**src/rtl/uart_tx_sched.sv**
```systemverilog
// Round-robin scheduler sharing one UART transmitter and baud generator between NUM_REQ requesters.
// Optional watchdog abort is enabled by defining UART_TX_SCHED_TIMEOUT_EN.
module uart_tx_sched #(
   parameter int NUM_REQ        = 4,
   parameter int SETTLE_CYCLES  = 4,
   parameter int TIMEOUT_CYCLES = 65535
) (
   input  logic                       clk,
   input  logic                       reset,
   input  logic [NUM_REQ-1:0]         req,
   input  logic [8*NUM_REQ-1:0]       req_data,
   input  logic [2*NUM_REQ-1:0]       req_sel,
   output logic [NUM_REQ-1:0]         grant,
   output logic [1:0]                 baud_sel,
   output logic                       baud_rst_n,
   output logic                       tx_start,
   output logic [7:0]                 tx_data,
   input  logic                       tx_busy,
   output logic                       busy,
   output logic [$clog2(NUM_REQ)-1:0] active_id,
   output logic                       timeout_err
);

   localparam int IDW = $clog2(NUM_REQ);
   localparam int SCW = $clog2(SETTLE_CYCLES + 1);

   typedef enum logic [2:0] {IDLE, CFG, START, WAIT_BUSY, WAIT_DONE} state_t;

   state_t         r_state;
   logic [IDW-1:0] r_last;
   logic [SCW-1:0] r_cnt;
   logic           r_resync;

   logic           w_found;
   logic [IDW-1:0] w_win;
   logic [IDW-1:0] w_idx;
   logic [1:0]     w_sel;
   logic [7:0]     w_data;
   logic           w_to;

   // Search starts just after the previous owner, so it ends up last in line.
   always_comb begin
      w_found = 1'b0;
      w_win   = '0;
      w_idx   = '0;
      for (int k = 1; k <= NUM_REQ; k++) begin
         w_idx = IDW'((int'(r_last) + k) % NUM_REQ);
         if (!w_found && req[w_idx]) begin
            w_found = 1'b1;
            w_win   = w_idx;
         end
      end
   end

   always_comb begin
      w_sel  = 2'b00;
      w_data = 8'h00;
      for (int i = 0; i < NUM_REQ; i++) begin
         if (w_win == IDW'(i)) begin
            w_sel  = req_sel[2*i +: 2];
            w_data = req_data[8*i +: 8];
         end
      end
   end

`ifdef UART_TX_SCHED_TIMEOUT_EN
   localparam int TOW = $clog2(TIMEOUT_CYCLES + 1);

   logic [TOW-1:0] r_wdog;
   logic           r_timeout_err;
   logic           w_wait;

   assign w_wait      = (r_state == WAIT_BUSY) || (r_state == WAIT_DONE);
   assign w_to        = w_wait && (r_wdog == TOW'(TIMEOUT_CYCLES - 1));
   assign timeout_err = r_timeout_err;

   always_ff @(posedge clk or posedge reset) begin
      if (reset) begin
         r_wdog        <= '0;
         r_timeout_err <= 1'b0;
      end else begin
         r_timeout_err <= w_to;
         if (r_state == START)
            r_wdog <= '0;
         else if (w_wait && !w_to)
            r_wdog <= r_wdog + 1'b1;
      end
   end
`else
   assign w_to        = 1'b0;
   assign timeout_err = 1'b0;
`endif

   always_ff @(posedge clk or posedge reset) begin
      if (reset) begin
         r_state    <= IDLE;
         r_last     <= IDW'(NUM_REQ - 1);
         r_cnt      <= '0;
         r_resync   <= 1'b0;
         grant      <= '0;
         baud_sel   <= 2'b00;
         baud_rst_n <= 1'b0;
         tx_start   <= 1'b0;
         tx_data    <= 8'h00;
         busy       <= 1'b0;
         active_id  <= '0;
      end else begin
         grant    <= '0;
         tx_start <= 1'b0;
         case (r_state)
            IDLE: begin
               baud_rst_n <= 1'b1;
               if (w_found) begin
                  grant     <= NUM_REQ'(1) << w_win;
                  active_id <= w_win;
                  tx_data   <= w_data;
                  r_last    <= w_win;
                  busy      <= 1'b1;
                  r_cnt     <= '0;
                  if (w_sel != baud_sel) begin
                     baud_sel   <= w_sel;
                     baud_rst_n <= 1'b0;
                     r_state    <= CFG;
                  end else begin
                     r_state <= START;
                  end
               end
            end
            // Shared by rate change and watchdog resync; r_resync picks the exit.
            CFG: begin
               if (r_cnt == SCW'(SETTLE_CYCLES - 1)) begin
                  baud_rst_n <= 1'b1;
                  r_resync   <= 1'b0;
                  if (r_resync) begin
                     r_state <= IDLE;
                     busy    <= 1'b0;
                  end else begin
                     r_state <= START;
                  end
               end else begin
                  r_cnt <= r_cnt + 1'b1;
               end
            end
            START: begin
               tx_start <= 1'b1;
               r_state  <= WAIT_BUSY;
            end
            WAIT_BUSY, WAIT_DONE: begin
               if (w_to) begin
                  baud_rst_n <= 1'b0;
                  r_cnt      <= '0;
                  r_resync   <= 1'b1;
                  r_state    <= CFG;
               end else if (r_state == WAIT_BUSY) begin
                  if (tx_busy) r_state <= WAIT_DONE;
               end else if (!tx_busy) begin
                  r_state <= IDLE;
                  busy    <= 1'b0;
               end
            end
            default: r_state <= IDLE;
         endcase
      end
   end

endmodule

```
**config.mk**
```make
export PLATFORM = sky130hd
export DESIGN_NAME = uart_tx_sched
export DESIGN_NICKNAME = d
export VERILOG_FILES = /design/src/rtl/uart_tx_sched.sv
export SDC_FILE = /design/constraint.sdc
export NUM_CORES = 1
export LEC_CHECK = 0
export BUFFER_PORTS_ARGS = -buffer_cell sky130_fd_sc_hd__buf_2
export CORE_ASPECT_RATIO = 0.8
export CORE_MARGIN = 2
export CORE_UTILIZATION = 47
export DETAILED_ROUTE_END_ITERATION = 6
export PLACE_DENSITY = 0.9
export SYNTH_ARGS = -nofsm -noshare
export SYNTH_HDL_FRONTEND = slang
export SYNTH_SLANG_ARGS = --single-unit
```
**constraint.sdc**
```tcl
create_clock -name clk -period 3.2 [get_ports clk]
set_input_delay 0.32 -clock clk [delete_from_list [all_inputs] [get_ports clk]]
set_output_delay 0.32 -clock clk [all_outputs]
set_load 0.05 [all_outputs]
```
# Yosys cells after proc, flatten, opt, wreduce, memory -nomap -nowiden

Index checks and enable logic that the tools add are counted.

$lt $le $gt $ge: 4
Reductions and logical operators: 17
Add/subtract/negate cells: 5
Divide/modulo/power cells: 0
Equality and inequality tests: 16
$mul: 0
Shift-type cells: 1
Bitwise operators: 1
Mux-type cells: 45

Operator list:

| cell                | number |
|---|---|
| $mux 8              | 4 |
| $mux 3              | 7 |
| $mux 2              | 9 |
| $mux 1              | 15 |
| $lt 2x3->1 const B  | 4 |
| $pmux 3 s4          | 1 |
| $ne 2x2->1 const B  | 5 |
| $eq 3x2->1 const B  | 3 |
| $bmux 1 s2          | 4 |
| $mux 4              | 2 |
| $ne 3x3->1 const B  | 2 |
| $pmux 3 s2          | 1 |
| $reduce_and 3->1    | 2 |
| $reduce_and 6->1    | 1 |
| $add 2x1->2 const B | 2 |
| $add 2x2->2 const B | 2 |
| $eq 2x2->1 const B  | 2 |
| $pmux 1 s2          | 2 |
| $reduce_and 2->1    | 2 |
| $reduce_and 4->1    | 1 |
| $shl 1x2->4 const A | 1 |
| $add 3x1->3 const B | 1 |
| $eq 3x1->1 const B  | 1 |
| $eq 3x3->1 const B  | 1 |
| other kinds (10)    | 14 |

RAM bits: 0
Memories kept: 0
Latch bits: 0
Input bits: 47
Flip-flop bits (word level): 27
Memory bits (read-only): 0
Output and inout bits: 20

# Longest topological paths before layout

Gate-level depths: netlist of run 1.

Word-level depth: 22
Mapped depth: 9
Gate-level depth less buffers: 7

# Worst setup path after synthesis of run 1

No wires, ideal clock.

Kind: register to register
From: register r_last[1]
To: register r_state[0]
Arrival time: 2.086 ns
Path slack: 0.991 ns
Cell stages (with the launch flop): 8
Period minus slack after synthesis: 2.209 ns
Buffers on the path: 1
Library setup time: 0.123 ns
Path through: dfstp_2 -> buf_4 -> mux2i_1 -> o221a_4 -> mux4_2 -> xnor2_1 -> nand2_1 -> o221a_1

Longest elaborated chain between the ends: 22
Elaborated cells on any way between the ends: 40
Classes of those cells: add/sub: 4; eq/ne: 5; mux: 23; reduce/logical: 8

Ends and longest elaborated chain:

| item                         | RTL line | RTL |
|---|---|---|
| start, declared              | 30       | `logic [IDW-1:0] r_last;` |
| start signal, assigned       | 97       | `r_last <= IDW'(NUM_REQ - 1);` |
| start signal, assigned       | 117      | `r_last <= w_win;` |
| $add 2x1->2                  | 47       | `w_idx = IDW'((int'(r_last) + k) % NUM_REQ);` |
| $bmux 1 s2                   | 48       | `if (!w_found && req[w_idx]) begin` |
| $mux 1 (implied by the code) | 48       |  |
| $mux 1                       | 48       |  |
| $logic_not 1->1              | 48       |  |
| $logic_and 1x1->1            | 48       |  |
| $mux 1                       | 48       |  |
| $logic_not 1->1              | 48       |  |
| [3 not listed]               | -        |  |
| $logic_and 1x1->1            | 48       |  |
| $mux 2                       | 48       |  |
| $logic_not 2->1              | 59       | `if (w_win == IDW'(i)) begin` |
| $mux 2 (4 in a row)          | 59       |  |
| $ne 2x2->1                   | 120      | `if (w_sel != baud_sel) begin` |
| $mux 2                       | 120      |  |
| $mux 3                       | 113      | `if (w_found) begin` |
| $pmux 3 s4                   | 110      | `case (r_state)` |
| end signal, assigned         | 123      | `r_state <= CFG;` |
| end signal, assigned         | 125      | `r_state <= START;` |
| end signal, assigned         | 135      | `r_state <= IDLE;` |
| end, declared                | 29       | `state_t r_state;` |

Parallel ways exist; a longest one is shown, timed or not. The select of a mux whose other input is x is not followed.
A chain may end at the register's enable or synchronous reset.

# Worst setup path after layout of run 1

Ends and elaborated chain as after synthesis.

==> results of run 1 <==
cells in the final DEF (no fill, tap or decap), types with 2 or more instances in the layout:
master,instances
xnor2_1,2
o21ai_0,5
buf_2,65
ha_1,2
clkbuf_8,3
mux2_2,3
a21oi_1,4
nand2_1,48
dfrtp_1,25
nor3_1,3
nor2_1,11
inv_1,3
mux2i_1,20
nand3_1,13
dfstp_2,2
cells in the mapped netlist, drive strengths merged:
cell type  instances
o221ai             1
clkbuf             8
nand2b             1
a311o              1
nand2             48
o221a              2
a31oi              2
xnor2              2
nor2              11
nand3b             1
and2               1
o31ai              1
mux4               1
nand3             13
mux2               3
buf                4
mux2i             20
nor2b              1
conb               1
dfstp              2
a21oi              5
inv                3
ha                 2
o21ai              5
nor3b              1
and3               1
dfrtp             25
a21o               1
nor3               3
logic make-up after synthesis:
group,Yosys count,share of synthesized area (%)
multiplexers,24,16.7
AND/OR/NAND/NOR,81,22.7
flip-flops,27,44.1
XOR/XNOR,2,1.14
AO/OA/AOI/OAI,18,8.96
other,1,0.244
adder cells (fa/ha/maj),2,1.63
buffers and inverters,15,4.48
routing by layer:
layer | global-route usage, % | up-vias
li1 | - | 690
met1 | 26.8 | 619
met2 | 31.2 | 62
met3 | 1.82 | 8
met4 | 6.33 | 0
met5 | 0 | -
where the power goes:
part           total (W)  internal, W  switching, W  leakage (nW)
clock network   0.000193    0.0000882      0.000105        0.0217
registers       0.000611     0.000493      0.000118         0.332
logic            0.00111     0.000357      0.000751         0.675
total            0.00191     0.000938      0.000974          1.03
worst max-delay path, stage by stage, from the launching register on:
cell and delay (ps):
dfstp_2 600, mux2i_1 270, o221a_4 340, mux4_2 540, xnor2_1 150, nand2_1 110
o221a_1 270
worst max path at each step:
stage	from	endpoint	slack (ps)	depth (start not counted)
finish	r_last[1]$_DFFE_PP1P_	r_state[0]$_DFFE_PP0P_	820	6
detailed placement	r_last[1]$_DFFE_PP1P_	r_state[0]$_DFFE_PP0P_	830	6
global placement	r_last[1]$_DFFE_PP1P_	r_state[0]$_DFFE_PP0P_	890	6
CTS	r_last[1]$_DFFE_PP1P_	r_state[0]$_DFFE_PP0P_	820	6
floorplan	r_last[1]$_DFFE_PP1P_	r_state[0]$_DFFE_PP0P_	990	7
global route	r_last[1]$_DFFE_PP1P_	r_state[0]$_DFFE_PP0P_	730	6
stage by stage:
stage	std cells	setup slack (ps)
6_report	268	817
5_1_grt	268	730
4_1_cts	268	817
3_5_place_dp	264	828
3_3_place_gp	264	891
2_1_floorplan	170	991
layout make-up:
type                            instances  area share (%)
Clock buffer                            3            2.15
Clock inverter                          1           0.391
Inverter                                3           0.587
Multi-Input combinational cell        128            41.6
Sequential cell                        27            35.3
Tap cell                               40            2.61
Timing Repair Buffer                   66            17.3
state kept, by name (all words and copies together) (netlist names):
signal,flops
r_state,3
grant,4
tx_start,1
active_id,2
baud_sel,2
r_last,2
busy,1
tx_data,8
r_cnt,3
baud_rst_n,1
==> summary.md, run 1 <==
| Metric | Value |
|---|---|
| Via count | `1379` |
| Die Span Y | `55.1 um` |
| Power per Cell Area | `996 mW/mm^2` |
| Category of the worst setup path launch point | `register` |
| Proportion of netlist area held by the largest area contributor | `40.7%` |
| Number of register bits inferred by synthesis | `27` |
| Post-route DRC | `0` |
| Vias in the first global route | `1208` |
| Number of buffers added to fix hold violations after cts | `0` |
| Number of clock sinks | `27` |
| Core area | `0.00311 sq mm` |
| Maximum frequency from static timing analysis | `0.420 GHz` |
| Number of antenna violations at the first check in global routing | `0` |
| Post-synthesis instance total | `170` |
| GRT Residual Overflow | `0` |
| Worst IR Drop VDD | `0.525 mV` |
| Syn avg cell area | `9.04 sq um` |
| M1 WL | `1620 um` |
| CTS tree | `yes` |
| Area of the die | `0.00375 sq mm` |
| Worst Hold Slack | `265 ps` |
| Largest net degree at the start of global routing | `28` |
| Met2 layer wire length in the routed design | `1510 um` |
| Overall Power | `0.00191 W` |
| Reported max-cap violation count | `0` |
| Final worst path period need | `2380 ps` |
| Final count of pins violating max slew | `0` |
| Total negative setup slack | `0 ps` |
| Final setup violation count | `0` |
| Total standard cell area after synthesis | `0.00154 sq mm` |
| Internal reg-to-reg setup slack | `820 ps` |
| Multi-input logic area | `798 sq um` |
| Slew at the pin closest to its max-slew limit | `993 ps` |
| Remaining antenna violation count after routing | `0` |
| # H-tree levels | `1` |
| Horizontal die dimension | `67.9 um` |
| Growth of design area from synthesis to finish | `24.9%` |
| Reg2reg start | `r_last[1]$_DFFE_PP1P_` |
| Buffer count from post-CTS setup fixing | `0` |
| Number of nets in the synthesized netlist | `219` |
| Number of distinct standard cells referenced by the synthesized netlist | `33` |
| Register area | `678 sq um` |
| RSZ-0062 raised after global routing | `no` |
| Class of the most critical hold timing path | `in -> async` |
| Number of top-level design ports | `67` |
| Final WL | `3420 um` |
| Length in cells of the worst reg-to-reg path | `6` |
| Via count normalized by instance count | `5.15` |
| Number of hold violations in the final report | `0` |
| Number of synthesis warnings | `0` |
| IO buf count | `65` |
| All-Layer GR Usage | `19.0%` |
| Terminus of the critical flop-to-flop path | `r_state[0]$_DFFE_PP0P_` |
| Number of gates resized after CTS | `0` |
| Met3 wirelength from detailed routing | `211 um` |
| Fill count | `259` |
| Final std cell area, no fill | `0.00192 sq mm` |
| Post-DR wirelength/cell | `12.8 um` |
| Startpoint-to-endpoint class of the critical path | `reg -> reg` |
| First-pass GRT wire length | `5270 um` |
| Clock latency on the worst-skew pair | `270 ps` |
| First-iteration detailed-routing DRC count | `96` |
| Root buffer selected by CTS | `clkbuf_8` |
| Run status | `completed` |
| Placed Instance Area | `0.00187 sq mm` |
| Antenna cell count | `0` |
| Router iterations before antenna repair | `4` |
| Crit share post-route | `74.5%` |
| Capturing element type of the critical path | `register` |
| Final Util | `61.8%` |
| Worst path arrival time | `2540 ps` |
| Detailed placement HPWL | `2630 um` |
| Clock skew after layout | `10.6 ps` |
| CP Data Required Time | `3360 ps` |
| Highest Signal Layer | `met4` |
| Effective utilization at floorplan | `49.4%` |
| Largest area contributor in the synthesized netlist | `dfrtp_1` |
| Fraction of layout cells with a size suffix above 1 | `35.1%` |
| Share of the yosys chip area belonging to registers | `44.1%` |
| Maximum clock insertion buffer count | `2` |
| Top cells by area, synth | `dfrtp_1 41%, mux2i_1 13%, nand2_1 12%` |
| Number of buffers added by the clock tree synthesis step | `3` |
| Clock transition at path regs | `100 ps` |
| Relative slew slack | `33.7%` |
| Final estimated routing congestion in global placement | `0.810` |
| Nets@finish | `278` |
| Site Rows | `18` |
| Static power due to leakage | `1.03 nW` |
| Top fanout value on the critical path | `12` |
Power figures use the tool's default switching activity.
==> inputs of run 2 (changes only) <==
Clock period 3.2 ns to 2.24 ns, I/O delays scaled along.
==> summary.md, run 2 (synthesis results as in run 1) <==
| Metric | Value |
|---|---|
| Antenna cell count | `0 (unchanged)` |
| Final count of pins violating max slew | `0 (unchanged)` |
| Busiest metal layer after global routing | `met2` |
| Gate family responsible for the most delay along the worst path | `compound AO/OA/AOI/OAI gates` |
| Core area | `0.00311 sq mm (unchanged)` |
| Top fanout value on the critical path | `3 (-9)` |
| Via count | `1430 (+3.7%)` |
| GRT Residual Overflow | `0 (unchanged)` |
| First-iteration detailed-routing DRC count | `58 (-40%)` |
| Clock skew after layout | `6.71 ps (-3.84 ps)` |
| Power per Cell Area | `1420 mW/mm^2 (+43%)` |
| Number of hold violations in the final report | `0 (unchanged)` |
| Startpoint-to-endpoint class of the critical path | `reg -> reg` |
| Total negative setup slack | `0 ps (unchanged)` |
| Final estimated routing congestion in global placement | `0.800 (-1.2%)` |
| Class of the most critical hold timing path | `in -> reg` |
| Nets@finish | `284 (+2.2%)` |
| Relative slew slack | `57.8% (+24 points)` |
| All-Layer GR Usage | `20.4% (+1.3 points)` |
| Final setup violation count | `0 (unchanged)` |
| IO buf count | `65 (unchanged)` |
| Most used cells in the layout excluding fill and tap cells | `65 x buf_2, 47 x nand2_1, 25 x dfrtp_1` |
| Detailed placement HPWL | `2600 um (-1.0%)` |
| Capturing element type of the critical path | `register` |
| Number of flip-flops in the largest register | `8 (unchanged)` |
| Effective utilization at floorplan | `49.4% (unchanged)` |
| Maximum frequency from static timing analysis | `0.448 GHz (+6.7%)` |
| Router iterations before antenna repair | `4 (unchanged)` |
| Internal reg-to-reg setup slack | `6 ps (-810 ps)` |
| Worst path arrival time | `2400 ps (-140 ps)` |
| CTS tree | `yes` |
| Final std cell area, no fill | `0.00199 sq mm (+3.7%)` |
| Most common library cell in the layout ignoring fill and taps | `buf_2` |
| GR Layer Usage met2 | `37.5% (+6.3 points)` |
| Biggest register | `tx_data` |
| RSZ-0062 raised after global routing | `yes` |
| First-pass GRT wire length | `5600 um (+6.3%)` |
| Via count normalized by instance count | `5.22 (+1.4%)` |
| Crit-path slowest cell | `dfstp_2` |
| Vias in the first global route | `1294 (+7.1%)` |
| Post-DR wirelength/cell | `13.1 um (+3.0%)` |
| Growth of design area from synthesis to finish | `29.5%` |
| Number of clock sinks | `27 (unchanged)` |
| Met1 layer usage reported by global route | `25.0% (-1.8 points)` |
| Clock transition at path regs | `90 ps (about the same)` |
| Fill count | `254 (-1.9%)` |
| Met3 routing resource usage after global routing | `3.24% (+1.4 points)` |
| Crit share post-route | `99.7% (+25 points)` |
| Die Span Y | `55.1 um (unchanged)` |
| Largest net degree at the start of global routing | `28 (unchanged)` |
| Worst path buffer plus inverter count | `0 (unchanged)` |
| Worst IR Drop VDD | `0.666 mV (+27%)` |
| Static power due to leakage | `1.06 nW (+3.4%)` |
| Clock latency on the worst-skew pair | `280 ps (about the same)` |
| Placed Instance Area | `0.00189 sq mm (+1.2%)` |
| Top flop regs | `tx_data x8, grant x4` |
| Critical path, cell by cell | `nand2_1 > a21oi_2 > o221a_4 > mux4_2 > xnor2_2 > nand2_2 > o221a_1` |
| Root buffer selected by CTS | `clkbuf_8` |
| Category of the worst setup path launch point | `register` |
| Max stage delay on crit path | `590 ps (about the same)` |
| Fraction of layout cells with a size suffix above 1 | `37.6% (+2.5 points)` |
| Run status | `completed` |
| Multi-input logic area | `821 sq um (+2.8%)` |
| CP Data Required Time | `2410 ps (-950 ps)` |
| Remaining antenna violation count after routing | `0 (unchanged)` |
| Number of buffers added by the clock tree synthesis step | `3 (unchanged)` |
| Horizontal die dimension | `67.9 um (unchanged)` |
| Maximum clock insertion buffer count | `2 (unchanged)` |
| Slew at the pin closest to its max-slew limit | `632 ps (-361 ps)` |
| Post-route DRC | `0 (unchanged)` |
| Register area | `678 sq um (unchanged)` |
| # H-tree levels | `1 (unchanged)` |
| Number of antenna violations at the first check in global routing | `0 (unchanged)` |
| Reported max-cap violation count | `0 (unchanged)` |
| Site Rows | `18 (unchanged)` |
| Number of top-level design ports | `67 (unchanged)` |
| Final WL | `3600 um (+5.3%)` |
| Final worst path period need | `2230 ps (-149 ps)` |
| Area of the die | `0.00375 sq mm (unchanged)` |
[run 2: timing repair]
action                                  CTS  global route
hold buffers                              1             0
endpoints found under the setup margin    1             2
setup buffers                             2             0
gates resized for setup                   2             2
pin swaps                                 1             1
hold endpoints to repair                 15             0
[run 2: area by class of cell]
class                      instances  area share (%)
tap                               40            2.52
multi-input combinational        128            41.3
clock buffer                       3            2.08
clock inverter                     1           0.377
sequential                        27            34.1
timing repair buffer              72            19.1
inverter                           3           0.566
[run 2: worst paths after layout]
check / from / to / depth (start not counted)
worst max-delay path: r_last[1]$_DFFE_PP1P_ / r_state[0]$_DFFE_PP0P_ / 7
worst min-delay path: tx_busy / r_state[2]$_DFFE_PP0P_ / 2
worst max register to register: r_last[1]$_DFFE_PP1P_ / r_state[0]$_DFFE_PP0P_ / 7
worst min register to register: tx_data[4]$_DFFE_PP0P_ / tx_data[4]$_DFFE_PP0P_ / 2
max in group asynchronous: reset / r_last[1]$_DFFE_PP1P_ / 4
min in group asynchronous: reset / tx_data[7]$_DFFE_PP0P_ / 4
[run 2: per-stage QoR]
| step | hold WS (ps) | utilization (%) | total power (W) | std cells | setup slack (ps) |
|---|---|---|---|---|---|
| floorplan | 275 | - | 0.00212 | 170 | 30.8 |
| global placement | 296 | 60.9 | 0.00244 | 267 | 26.3 |
| detailed placement | 298 | 60.9 | 0.00248 | 267 | -78.8 |
| CTS | 213 | 63.6 | 0.00281 | 274 | 17.1 |
| global route | 224 | 64.0 | 0.00303 | 274 | -65.9 |
| finish | 209 | 64.0 | 0.00283 | 274 | 5.74 |
[run 2: metal layers]
| metal | vias up | wire length [um] | share of wire, % |
|---|---|---|---|
| li1 | 703 | - | - |
| met1 | 669 | 1500 | 42 |
| met2 | 56 | 1810 | 50 |
| met3 | 2 | 268 | 7.4 |
| met4 | 0 | 19 | 0.53 |
| met5 | - | 0 | 0 |
[run 2: worst reg2reg max path: cells and delay by family (launching register included)]
kind / cells / cell delay [ps]
compound gates: 3 / 660
xor+xnor: 1 / 170
flops: 1 / 590
mux: 1 / 550
simple gates: 2 / 170
[run 2: power by group]
group	total (W)	switching [W]	internal, W
sequential	0.000879	0.000175	0.000704
clock	0.000280	0.000154	0.000126
combinational	0.00167	0.00110	0.000568
total	0.00283	0.00143	0.00140
==> inputs of run 3 (changes only) <==
Settings changed: CTS_CLUSTER_SIZE set to 16, REMOVE_ABC_BUFFERS set to 1.
==> summary.md, run 3 (synthesis results as in run 1) <==
| Metric | Value |
|---|---|
| Horizontal die dimension | `67.9 um (unchanged)` |
| Post-DR wirelength/cell | `13.7 um (+4.7%)` |
| Final std cell area, no fill | `0.00201 sq mm (+0.88%)` |
| RSZ-0062 raised after global routing | `yes` |
| Effective utilization at floorplan | `49.4% (unchanged)` |
| Number of clock sinks | `27 (unchanged)` |
| Number of antenna violations at the first check in global routing | `0 (unchanged)` |
| Slew at the pin closest to its max-slew limit | `621 ps (-10.1 ps)` |
| Nets@finish | `287 (+1.1%)` |
| Clock transition at path regs | `90 ps (about the same)` |
| Die Span Y | `55.1 um (unchanged)` |
| Number of top-level design ports | `67 (unchanged)` |
| Worst path arrival time | `2390 ps (about the same)` |
| Fraction of layout cells with a size suffix above 1 | `38.4% (+0.79 points)` |
| Via count normalized by instance count | `5.23 (+0.23%)` |
| Startpoint-to-endpoint class of the critical path | `reg -> reg` |
| CTS tree | `yes` |
| Final worst path period need | `2220 ps (-15.8 ps)` |
| Cell Int Power | `0.00143 W (+2.2%)` |
| Final count of pins violating max slew | `0 (unchanged)` |
| Placed Instance Area | `0.00190 sq mm (+0.33%)` |
| Crit share post-route | `99.0% (-0.71 points)` |
| Final WL | `3810 um (+5.8%)` |
| Power per Cell Area | `1430 mW/mm^2 (+0.47%)` |
| Worst path buffer plus inverter count | `0 (unchanged)` |
| Gate family responsible for the most delay along the worst path | `multiplexers` |
| Maximum frequency from static timing analysis | `0.451 GHz (+0.71%)` |
| Static power due to leakage | `1.07 nW (+1.1%)` |
| Number of hold violations in the final report | `0 (unchanged)` |
| Via count | `1449 (+1.3%)` |
| Clock latency on the worst-skew pair | `270 ps (about the same)` |
| Number of flip-flops in the largest register | `8 (unchanged)` |
| Final setup violation count | `0 (unchanged)` |
| Maximum clock insertion buffer count | `2 (unchanged)` |
| Router iterations before antenna repair | `4 (unchanged)` |
| Internal reg-to-reg setup slack | `20 ps (+20 ps)` |
| Cell count after placement | `269 (+0.75%)` |
| Final estimated routing congestion in global placement | `0.816 (+1.9%)` |
| Class of the most critical hold timing path | `in -> reg` |
| Vias in the first global route | `1397 (+8.0%)` |
| Max stage delay on crit path | `600 ps (about the same)` |
| Post-route DRC | `0 (unchanged)` |
| Site Rows | `18 (unchanged)` |
| Number of buffers added by the clock tree synthesis step | `3 (unchanged)` |
| IO buf count | `65 (unchanged)` |
| Biggest register | `tx_data` |
| First-iteration detailed-routing DRC count | `42 (-28%)` |
| All-Layer GR Usage | `22.6% (+2.2 points)` |
| GRT Residual Overflow | `0 (unchanged)` |
| Crit-path slowest cell | `dfstp_2` |
| Top flop regs | `tx_data x8, grant x4` |
| Largest net degree at the start of global routing | `28 (unchanged)` |
| First-pass GRT wire length | `6180 um (+10%)` |
| CP Data Required Time | `2410 ps (about the same)` |
| Net switching power figure | `0.00144 W (+0.55%)` |
| Fraction of power consumed by the clock network | `9.4% (-0.5 points)` |
| Growth of design area from synthesis to finish | `30.6%` |
| Power share of the combinational group | `60.3% (+1.2 points)` |
| Relative slew slack | `58.5% (+0.67 points)` |
| Antenna cell count | `0 (unchanged)` |
| Non-filler instance count after layout | `277 (+1.1%)` |
| # H-tree levels | `1 (unchanged)` |
| Top fanout value on the critical path | `5 (+2)` |
| Reported max-cap violation count | `0 (unchanged)` |
| Core area | `0.00311 sq mm (unchanged)` |
| Worst IR Drop VDD | `0.766 mV (+15%)` |
| Clock skew after layout | `9.48 ps (+2.76 ps)` |
| Capturing element type of the critical path | `register` |
| Most used cells in the layout excluding fill and tap cells | `65 x buf_2, 48 x nand2_1, 25 x dfrtp_1` |
| Detailed placement HPWL | `2940 um (+13%)` |
| Sequential Power Share | `30.3% (-0.7 points)` |
| Run status | `completed` |
| Category of the worst setup path launch point | `register` |
| Root buffer selected by CTS | `clkbuf_8` |
| Critical path, cell by cell | `mux2i_4 > o221a_4 > mux4_2 > xnor2_1 > nand2_1 > o221a_1` |
| Most common library cell in the layout ignoring fill and taps | `buf_2` |
| Switch share | `50.2% (-0.40 points)` |
| Remaining antenna violation count after routing | `0 (unchanged)` |
| Area of the die | `0.00375 sq mm (unchanged)` |
==> run 3: what timing repair did <==
| item | 4_1_cts | 5_1_grt |
|---|---|---|
| endpoints found under the setup margin | 1 | 1 |
| pin swaps | 0 | 2 |
| hold buffers | 1 | 0 |
| resized for setup | 2 | 3 |
| hold endpoints to repair | 13 | 0 |
| setup buffers | 2 | 1 |
==> run 3: layout make-up <==
type,instances,area (sq um)
fillers,245,1100
clock buffers,3,41.3
multi-input cells,128,818
flip-flops and latches,27,678
clock inverters,1,5.00
well taps,40,50.0
inverters,3,11.3
repair buffers,75,403
==> run 3: power groups by stage <==
stage	sequential (W)	combinational (W)	clock (W)
floorplan	0.00132	0.000752	0
global route	0.000901	0.00187	0.000298
CTS	0.000867	0.00168	0.000278
finish	0.000869	0.00173	0.000270
global placement	0.000865	0.00158	0
detailed placement	0.000874	0.00164	0
==> run 3: worst paths after layout <==
kind                                             start                endpoint  cells after the start
worst min register to register  tx_data[6]$_DFFE_PP0P_  tx_data[6]$_DFFE_PP0P_                      2
worst max-delay path             r_last[1]$_DFFE_PP1P_  r_state[0]$_DFFE_PP0P_                      6
min in group asynchronous                        reset  r_state[0]$_DFFE_PP0P_                      4
max in group asynchronous                        reset   r_last[1]$_DFFE_PP1P_                      4
worst max register to register   r_last[1]$_DFFE_PP1P_  r_state[0]$_DFFE_PP0P_                      6
worst min-delay path                           tx_busy  r_state[2]$_DFFE_PP0P_                      2
==> run 3: worst reg2reg max path: stages (launching register included) <==
cell and delay (ps):
dfstp_2 600, mux2i_4 260, o221a_4 210, mux4_2 510, xnor2_1 140, nand2_1 110
o221a_1 280
==> run 3: per-stage QoR <==
step / util (%) / total power [W] / hold slack, ps / worst slack [ps] / setup TNS (ps)
2_1_floorplan: - / 0.00207 / 275 / -439 / -1210
4_1_cts: 63.8 / 0.00282 / 215 / 8.68 / 0
5_1_grt: 64.6 / 0.00306 / 212 / -57.0 / -73.0
3_3_place_gp: 61.1 / 0.00244 / 295 / 49.8 / 0
6_report: 64.6 / 0.00287 / 218 / 21.6 / 0
3_5_place_dp: 61.1 / 0.00251 / 299 / -57.5 / -57.5
==> run 3: per-layer routing <==
metal | vias up | routed length (um) | track usage [%] | share of wire [%]
li1 | 710 | - | - | -
met1 | 670 | 1590 | 28.6 | 42
met2 | 63 | 1860 | 38.2 | 49
met3 | 6 | 310 | 6.28 | 8.1
met4 | 0 | 49 | 6.67 | 1.3
met5 | - | 0 | 0 | 0
